File: config.mk
export PLATFORM = sky130hd
export DESIGN_NAME = lab_nios_system_pio_irq_servicer
export DESIGN_NICKNAME = d
export VERILOG_FILES = /design/src/rtl/lab_nios_system_pio_pkg.sv /design/src/rtl/lab_nios_system_pio_irq_servicer.sv
export SDC_FILE = /design/constraint.sdc
export NUM_CORES = 1
export LEC_CHECK = 0
export BUFFER_PORTS_ARGS = -buffer_cell sky130_fd_sc_hd__clkbuf_2
export CORE_MARGIN = 2
export CORE_UTILIZATION = 30
export DETAILED_ROUTE_END_ITERATION = 6
export SKIP_CTS_REPAIR_TIMING = 1
export SYNTH_ARGS = -nofsm -noshare
export SYNTH_HDL_FRONTEND = slang
export SYNTH_SLANG_ARGS = --single-unit
File: constraint.sdc
create_clock -name clk -period 2.28 [get_ports clk]
set_clock_uncertainty 0.15 [all_clocks]
set_input_delay 0.456 -clock clk [delete_from_list [all_inputs] [get_ports clk]]
set_output_delay 0.456 -clock clk [all_outputs]
set_load 0.03 [all_outputs]
File: src/rtl/lab_nios_system_pio_pkg.sv
// rtl/lab_nios_system_pio_pkg.sv - shared PIO register offsets and servicer state encoding
package lab_nios_system_pio_pkg;

    // PIO register word offsets as seen on the Avalon-MM slave port.
    localparam logic [1:0] PIO_ADDR_DATA     = 2'd0;
    localparam logic [1:0] PIO_ADDR_IRQ_MASK = 2'd2;
    localparam logic [1:0] PIO_ADDR_EDGE_CAP = 2'd3;

    // Saturation ceiling of the accepted-event counter.
    localparam logic [15:0] EVT_COUNT_MAX = 16'hFFFF;

    // Servicer sequencing states. RD_LVL and LVL_WAIT are only reachable
    // when the level-read option is built in.
    typedef enum logic [2:0] {
        ST_INIT     = 3'd0,
        ST_IDLE     = 3'd1,
        ST_RD_CAP   = 3'd2,
        ST_RD_WAIT  = 3'd3,
        ST_CLR      = 3'd4,
        ST_RD_LVL   = 3'd5,
        ST_LVL_WAIT = 3'd6,
        ST_EMIT     = 3'd7
    } pio_svc_state_t;

    // True for states that sit idle on the bus (no chipselect, no write).
    function automatic logic is_bus_quiet(input pio_svc_state_t s);
        return (s == ST_IDLE) || (s == ST_EMIT);
    endfunction

endpackage

File: src/rtl/lab_nios_system_pio_irq_servicer.sv
// rtl/lab_nios_system_pio_irq_servicer.sv - PIO edge-interrupt servicer; optional level read via PIO_IRQ_SERVICER_LEVEL_READ_EN
module lab_nios_system_pio_irq_servicer
    import lab_nios_system_pio_pkg::*;
#(
    parameter int                    PIO_WIDTH     = 18,
    parameter logic [PIO_WIDTH-1:0]  IRQ_MASK_INIT = 18'h3FFFF
) (
    input  logic                  clk,
    input  logic                  reset,
    output logic [1:0]            m_address,
    output logic                  m_chipselect,
    output logic                  m_write_n,
    output logic [31:0]           m_writedata,
    input  logic [31:0]           m_readdata,
    input  logic                  irq_in,
    output logic                  evt_valid,
    input  logic                  evt_ready,
    output logic [PIO_WIDTH-1:0]  evt_edges,
    output logic [PIO_WIDTH-1:0]  evt_level,
    output logic [15:0]           evt_count
);

    pio_svc_state_t state;
    pio_svc_state_t state_next;

    logic [PIO_WIDTH-1:0] edges_q;
    logic                 evt_accept;

    // Upper read-data bits beyond the PIO width carry nothing for us.
    wire unused_ok = &{1'b0, m_readdata};

    assign evt_accept = (state == ST_EMIT) && evt_ready;

    // State register; reset always restarts from INIT so the mask is rewritten.
    always_ff @(posedge clk) begin
        if (reset) begin
            state <= ST_INIT;
        end else begin
            state <= state_next;
        end
    end

    // Next-state sequencing of one interrupt service pass.
    always_comb begin
        state_next = state;
        case (state)
            ST_INIT: begin
                state_next = ST_IDLE;
            end
            ST_IDLE: begin
                if (irq_in) begin
                    state_next = ST_RD_CAP;
                end
            end
            ST_RD_CAP: begin
                state_next = ST_RD_WAIT;
            end
            ST_RD_WAIT: begin
                state_next = ST_CLR;
            end
            ST_CLR: begin
`ifdef PIO_IRQ_SERVICER_LEVEL_READ_EN
                state_next = ST_RD_LVL;
`else
                state_next = ST_EMIT;
`endif
            end
`ifdef PIO_IRQ_SERVICER_LEVEL_READ_EN
            ST_RD_LVL: begin
                state_next = ST_LVL_WAIT;
            end
            ST_LVL_WAIT: begin
                state_next = ST_EMIT;
            end
`endif
            ST_EMIT: begin
                // evt_ready only steers the transition, never evt_valid itself.
                if (evt_ready) begin
                    state_next = ST_IDLE;
                end
            end
            default: begin
                state_next = ST_IDLE;
            end
        endcase
    end

    // Avalon master drive decoded from the state; held quiet while reset is
    // asserted so an aborted pass issues no further access.
    always_comb begin
        m_chipselect = 1'b0;
        m_write_n    = 1'b1;
        m_address    = PIO_ADDR_DATA;
        m_writedata  = 32'd0;
        if (!reset && !is_bus_quiet(state)) begin
            case (state)
                ST_INIT: begin
                    m_chipselect = 1'b1;
                    m_write_n    = 1'b0;
                    m_address    = PIO_ADDR_IRQ_MASK;
                    m_writedata  = 32'(IRQ_MASK_INIT);
                end
                ST_RD_CAP: begin
                    m_chipselect = 1'b1;
                    m_address    = PIO_ADDR_EDGE_CAP;
                end
                ST_RD_WAIT: begin
                    m_address    = PIO_ADDR_EDGE_CAP;
                end
                ST_CLR: begin
                    // Any write to edge_capture clears every captured bit.
                    m_chipselect = 1'b1;
                    m_write_n    = 1'b0;
                    m_address    = PIO_ADDR_EDGE_CAP;
                    m_writedata  = 32'd0;
                end
                ST_RD_LVL: begin
                    m_chipselect = 1'b1;
                    m_address    = PIO_ADDR_DATA;
                end
                ST_LVL_WAIT: begin
                    m_address    = PIO_ADDR_DATA;
                end
                default: begin
                    m_chipselect = 1'b0;
                end
            endcase
        end
    end

    // Capture the edge bits once the registered read data is valid.
    always_ff @(posedge clk) begin
        if (reset) begin
            edges_q <= '0;
        end else if (state == ST_RD_WAIT) begin
            edges_q <= m_readdata[PIO_WIDTH-1:0];
        end
    end

`ifdef PIO_IRQ_SERVICER_LEVEL_READ_EN
    logic [PIO_WIDTH-1:0] level_q;

    // Snapshot of the input pins taken after the edges have been cleared.
    always_ff @(posedge clk) begin
        if (reset) begin
            level_q <= '0;
        end else if (state == ST_LVL_WAIT) begin
            level_q <= m_readdata[PIO_WIDTH-1:0];
        end
    end

    assign evt_level = level_q;
`else
    assign evt_level = '0;
`endif

    // Accepted-event counter, pinned at its ceiling rather than wrapping.
    always_ff @(posedge clk) begin
        if (reset) begin
            evt_count <= 16'd0;
        end else if (evt_accept && (evt_count != EVT_COUNT_MAX)) begin
            evt_count <= evt_count + 16'd1;
        end
    end

    assign evt_valid = (state == ST_EMIT);
    assign evt_edges = edges_q;

endmodule

==> results.yml, run 1 <==
outcome:
  status: "complete, no violations"
synth:
  ys_ff_latch: 37
  synthMuxAreaShare_pct: 2.130
  synth-xor-area-share_pct: 0
  yosys_most_used_dff: "dfxtp_1"
  syn_area_um2: 2056
  synthesis.instances: 263
  yosys-top-cells-count: "53 x nand2_1, 50 x buf_4, 37 x dfxtp_1"
  ys_warn_count: 0
  ys_types: 38
  ys_top_cells_by_area: "dfxtp_1 36%, buf_4 18%, nand2_1 9.7%, a21oi_1 7.8%, or4_1 2.2%"
  synth-adder-area-share_pct: 0.6086
  synth_compound_area_share_pct: 12.54
  yosysMostFrequentCell: "nand2_1"
  synth_top_family_by_area: "simple AND/OR/NAND/NOR gates"
  avgSynthCellArea_um2: 7.816
  async_flop_share_pct: 0
  yosysTopAreaCellShare_pct: 36.03
  synth_top_cell_by_area: "dfxtp_1"
  synth_simple_gate_area_share_pct: 27.39
  seq_area_frac_synth_pct: 36.03
  synth_edf_count: 0
power_and_ir_drop:
  power.density_nw_per_um2: 587.1
  p_total_mw: 1.438
  ir_drop_mv: 0.2828
  leakage_nw: 1.078
clocking:
  cts_root_buf: "clkbuf_8"
  htree_levels: 2
  clock_path_buffers: 2
  cts_tree: "done"
  clkSinkCount: 37
  cts_made_buffers: 5
  clkLatencyLatePin_ns: 0.29
  clk_pin_slew_ns: 0.08
layout:
  n_fill_cell: 725
  antenna_cells: 0
  final_util_pct: 36.46
  nets: 369
  syn2layout_area_growth_pct: 19.17
  finalInstanceArea_um2: 2450
  fin_cells: 413
  final_layout_size_suffix_gt1_share_pct: 33.03
drt:
  post_drt_wl_per_cell_um: 11.12
  viasPerCell: 4.550
  drt_iter0_drc: 113
  routed_wl_mm: 4.594
  antenna_left: 0
  drt-pass1-iter-count: 4
  drc: 0
  vias: 1879
setup_path:
  critical_path_class: "reg2out"
  endpoint_kind: "primary output"
  worstPathRequired_ns: 1.67
  worstPathMaxFanout: 18
  start_kind: "register"
  arrival_ns: 1.55
placement:
  numPortBuffers: 78
  dp.cells: 404
  place.gp.congestion: 0.7325
  dp_slack_ns: 0.03325
  dpl-instance-area_um2: 2345
  hpwl_mm: 3.360
grt:
  track_usage_pct: 12.00
  grt_pass1_wl_mm: 7.203
  first_global_vias: 1668
  grt_max_degree: 40
  grt_overflow_total: 0
  antenna_found_initial: 0
floorplan:
  fp-row-count: 30
  die-width_um: 86.78
  initial_core_util_pct: 30.60
  core-area_um2: 6719
  die_h_um: 86.78
  io_pins: 125
  dieArea_um2: 7531
timing:
  finalCriticalPeriod_ns: 2.161
  slew_viol_final: 0
  slew_headroom_pct: 60.13
  timing.hold.ws_ns: 0.2276
  post-route-period-util_pct: 94.77
  rsz0062_at_grt: "no"
  setup_violations: 0
  finalHoldViolCount: 0
  setup_slack_ns: 0.1193
  totalNegativeSetupSlack_ns: 0
  worst_slew_pin_slew_ns: 0.5966
  fmax_mhz: 462.8
hold_path:
  hold_class: "in2reg"
flow_run:
  drv_cap: 0
-- sequential cells by signal (all words and copies together) (netlist names) --
signal / count
evt_count: 16
state: 3
evt_edges: 18
-- layout by cell type, fill, tap and decap left out, drive strengths merged, types with 6 or more instances in the layout --
cell type  synthesis  layout
or4                6       6
dfxtp             37      37
nand2             53      53
nor2              11      11
nand4              6       6
a21oi             32      32
conb               1      32
buf               51      13
clkbuf             9      84
-- worst max-delay path, stage by stage, from the launching register on --
cell,delay [ns]
dfxtp_1,0.34
buf_4,0.17
nor2_2,0.14
nand2_1,0.11
nor2_4,0.15
buf_12,0.14
clkbuf_2,0.20
-- where the power goes --
part	total (mW)	switching (mW)	internal, mW
clock	0.451	0.239	0.212
combinational	0.320	0.243	0.0761
sequential	0.667	0.00834	0.659
total	1.44	0.491	0.947
-- final timing paths --
check	from	to	slack (ns)	cells after the start
setup / recovery	state[0]	m_writedata[16]	0.12	6
hold / removal	m_readdata[11]	evt_edges[11]	0.23	3
setup reg to reg	evt_count[5]	evt_count[13]	0.19	4
hold reg to reg	evt_edges[12]	evt_edges[12]	0.31	2
-- area by class of cell --
| cell class | count | area [µm²] | share of cell area, % |
|---|---|---|---|
| Inverter | 5 | 18.77 | 0.7661 |
| Tap cell | 80 | 100.1 | 4.086 |
| Clock buffer | 6 | 72.57 | 2.962 |
| Timing Repair Buffer | 91 | 500.5 | 20.43 |
| Sequential cell | 37 | 740.7 | 30.23 |
| Multi-Input combinational cell | 192 | 1007 | 41.11 |
| Clock inverter | 2 | 10.01 | 0.4086 |
-- kinds of logic after synthesis --
logic type               after synthesis
multiplexers                           4
buffers and inverters                 65
other                                  1
AND/OR/NAND/NOR                      109
AO/OA/AOI/OAI                         46
flip-flops                            37
adder cells (fa/ha/maj)                1
-- routing by layer --
metal | part of all wire (%) | GRT usage (%) | vias to the layer above
met3 | 5.5 | 3.619 | 9
met1 | 45 | 14.83 | 851
li1 | - | - | 956
met5 | 0 | 0 | -
met4 | 1.9 | 5.682 | 0
met2 | 48 | 19.01 | 63
No activity file was read; power rests on OpenSTA's default activity.
==> inputs of run 2 (changes only) <==
--- a/config.mk
+++ b/config.mk
@@ -8,6 +8,7 @@
 export BUFFER_PORTS_ARGS = -buffer_cell sky130_fd_sc_hd__clkbuf_2
 export CORE_MARGIN = 2
 export CORE_UTILIZATION = 30
+export CTS_BUF_LIST = sky130_fd_sc_hd__clkbuf_8
 export DETAILED_ROUTE_END_ITERATION = 6
 export SKIP_CTS_REPAIR_TIMING = 1
 export SYNTH_ARGS = -nofsm -noshare
==> run 2 against run 1 <==
Compared with the run above:
- first-iteration DRC count decreased by 0.88%
- cell count is the same
- cell area unchanged
- worst setup slack hardly changed
- clock power is 0.9% lower
- core utilization stayed put
- largest cell class unchanged
- critical path type unchanged
- power fell by 0.29%
==> results.yml, run 2 (synthesis results as in run 1) <==
outcome:
  status: "complete, no violations"
grt:
  grt_overflow_total: 0
  grt_max_degree: 40
  track_usage_pct: 12.00
  antenna_found_initial: 0
  grt_pass1_wl_mm: 7.203
  first_global_vias: 1668
placement:
  hpwl_mm: 3.360
  place.gp.congestion: 0.7325
  numPortBuffers: 78
power_and_ir_drop:
  power_frac_comb_pct: 22.3
  power.share.sequential_pct: 46.5
  switching_share_pct: 34.26
  p_int_mw: 0.9428
  clkPwrFrac_pct: 31.2
  leakage_nw: 1.082
  ir_drop_mv: 0.2828
  power.density_nw_per_um2: 585.4
  p_sw_mw: 0.4914
flow_run:
  drv_cap: 0
floorplan:
  io_pins: 125
  die-width_um: 86.78
  initial_core_util_pct: 30.60
  dieArea_um2: 7531
  die_h_um: 86.78
  fp-row-count: 30
  core-area_um2: 6719
clocking:
  cts_made_buffers: 5
  clk_pin_slew_ns: 0.08
  cts_tree: "done"
  clkLatencyLatePin_ns: 0.29
  clkSinkCount: 37
  clock_path_buffers: 2
  htree_levels: 2
  cts_root_buf: "clkbuf_8"
setup_path:
  endpoint_kind: "primary output"
  start_kind: "register"
  worstPathMaxFanout: 18
  crit_chain: "buf_4 > nor2_2 > nand2_1 > nor2_4 > buf_12 > clkbuf_2"
  arrival_ns: 1.55
  cp_slowest_stage_delay_ns: 0.34
  crit_slowest_cell: "dfxtp_1"
  worstPathRequired_ns: 1.67
  critical_path_class: "reg2out"
drt:
  post_drt_wl_per_cell_um: 11.08
  drt-pass1-iter-count: 4
  drc: 0
  viasPerCell: 4.542
  vias: 1876
  antenna_left: 0
  routed_wl_mm: 4.578
  drt_iter0_drc: 112
layout:
  nets: 369
  final_layout_size_suffix_gt1_share_pct: 33.03
  layout_commonest_cell: "clkbuf_2"
  largest_reg_flops: 18
  final_util_pct: 36.46
  syn2layout_area_growth_pct: 19.17
  final_cell_mix: "78 x clkbuf_2, 53 x nand2_1, 37 x dfxtp_1"
  antenna_cells: 0
  n_fill_cell: 725
  layout.area.seq_um2: 740.7
  multiInputGateArea_um2: 1007
hold_path:
  hold_class: "in2reg"
timing:
  finalCriticalPeriod_ns: 2.161
  slew_headroom_pct: 59.94
  setup_violations: 0
  post-route-period-util_pct: 94.76
  slew_viol_final: 0
  rsz0062_at_grt: "no"
  finalHoldViolCount: 0
  totalNegativeSetupSlack_ns: 0
  fmax_mhz: 462.8
  worst_slew_pin_slew_ns: 0.5994
-- run 2: final cells by class --
cell class | count | area share [%]
Multi-Input combinational cell | 192 | 41.11
Sequential cell | 37 | 30.23
Timing Repair Buffer | 91 | 20.43
Tap cell | 80 | 4.086
Clock buffer | 5 | 2.809
Inverter | 5 | 0.7661
Clock inverter | 3 | 0.5618
-- run 2: final timing paths --
kind	cells after the start	endpoint	slack [ns]	startpoint
worst min-delay path	3	evt_edges[11]	0.23	m_readdata[11]
worst max-delay path	6	m_writedata[16]	0.12	state[0]
worst min register to register	2	evt_edges[12]	0.31	evt_edges[12]
worst max register to register	4	evt_count[13]	0.19	evt_count[5]
-- run 2: layer usage --
layer  part of all wire (%)  global-route usage (%)  up-vias  wire, µm
met2                     48                   19.01       62      2188
met3                    5.6                   3.619        9       255
met1                     45                   14.83      848      2051
met4                    1.8                   5.682        0        83
li1                       -                       -      957         -
met5                      0                       0        -         0
-- run 2: stage by stage --
stage          area [µm²]  power, mW  hold slack (ns)  instances  setup WS, ns
6_report             2450      1.434           0.2277        413        0.1194
5_1_grt              2450      1.506           0.2256        413       0.01530
4_1_cts              2427      1.449           0.2161        412      0.002937
3_5_place_dp         2345     0.9933           0.2990        404       0.03325
3_3_place_gp         2345     0.9914           0.2914        404       0.03194
2_1_floorplan        2180     0.9936           0.4202        294       0.06244
-- run 2: power groups by stage --
stage	clock network [mW]	logic, mW	registers [mW]
floorplan	0	0.294	0.700
global placement	0	0.309	0.682
detailed placement	0	0.310	0.683
CTS	0.470	0.311	0.668
global route	0.494	0.342	0.669
finish	0.447	0.320	0.667
-- run 2: critical path, delay by kind of cell (launching register included) --
family | cells | cell delay [ns]
buffers and inverters | 3 | 0.51
and+or+nand+nor | 3 | 0.40
DFF | 1 | 0.34
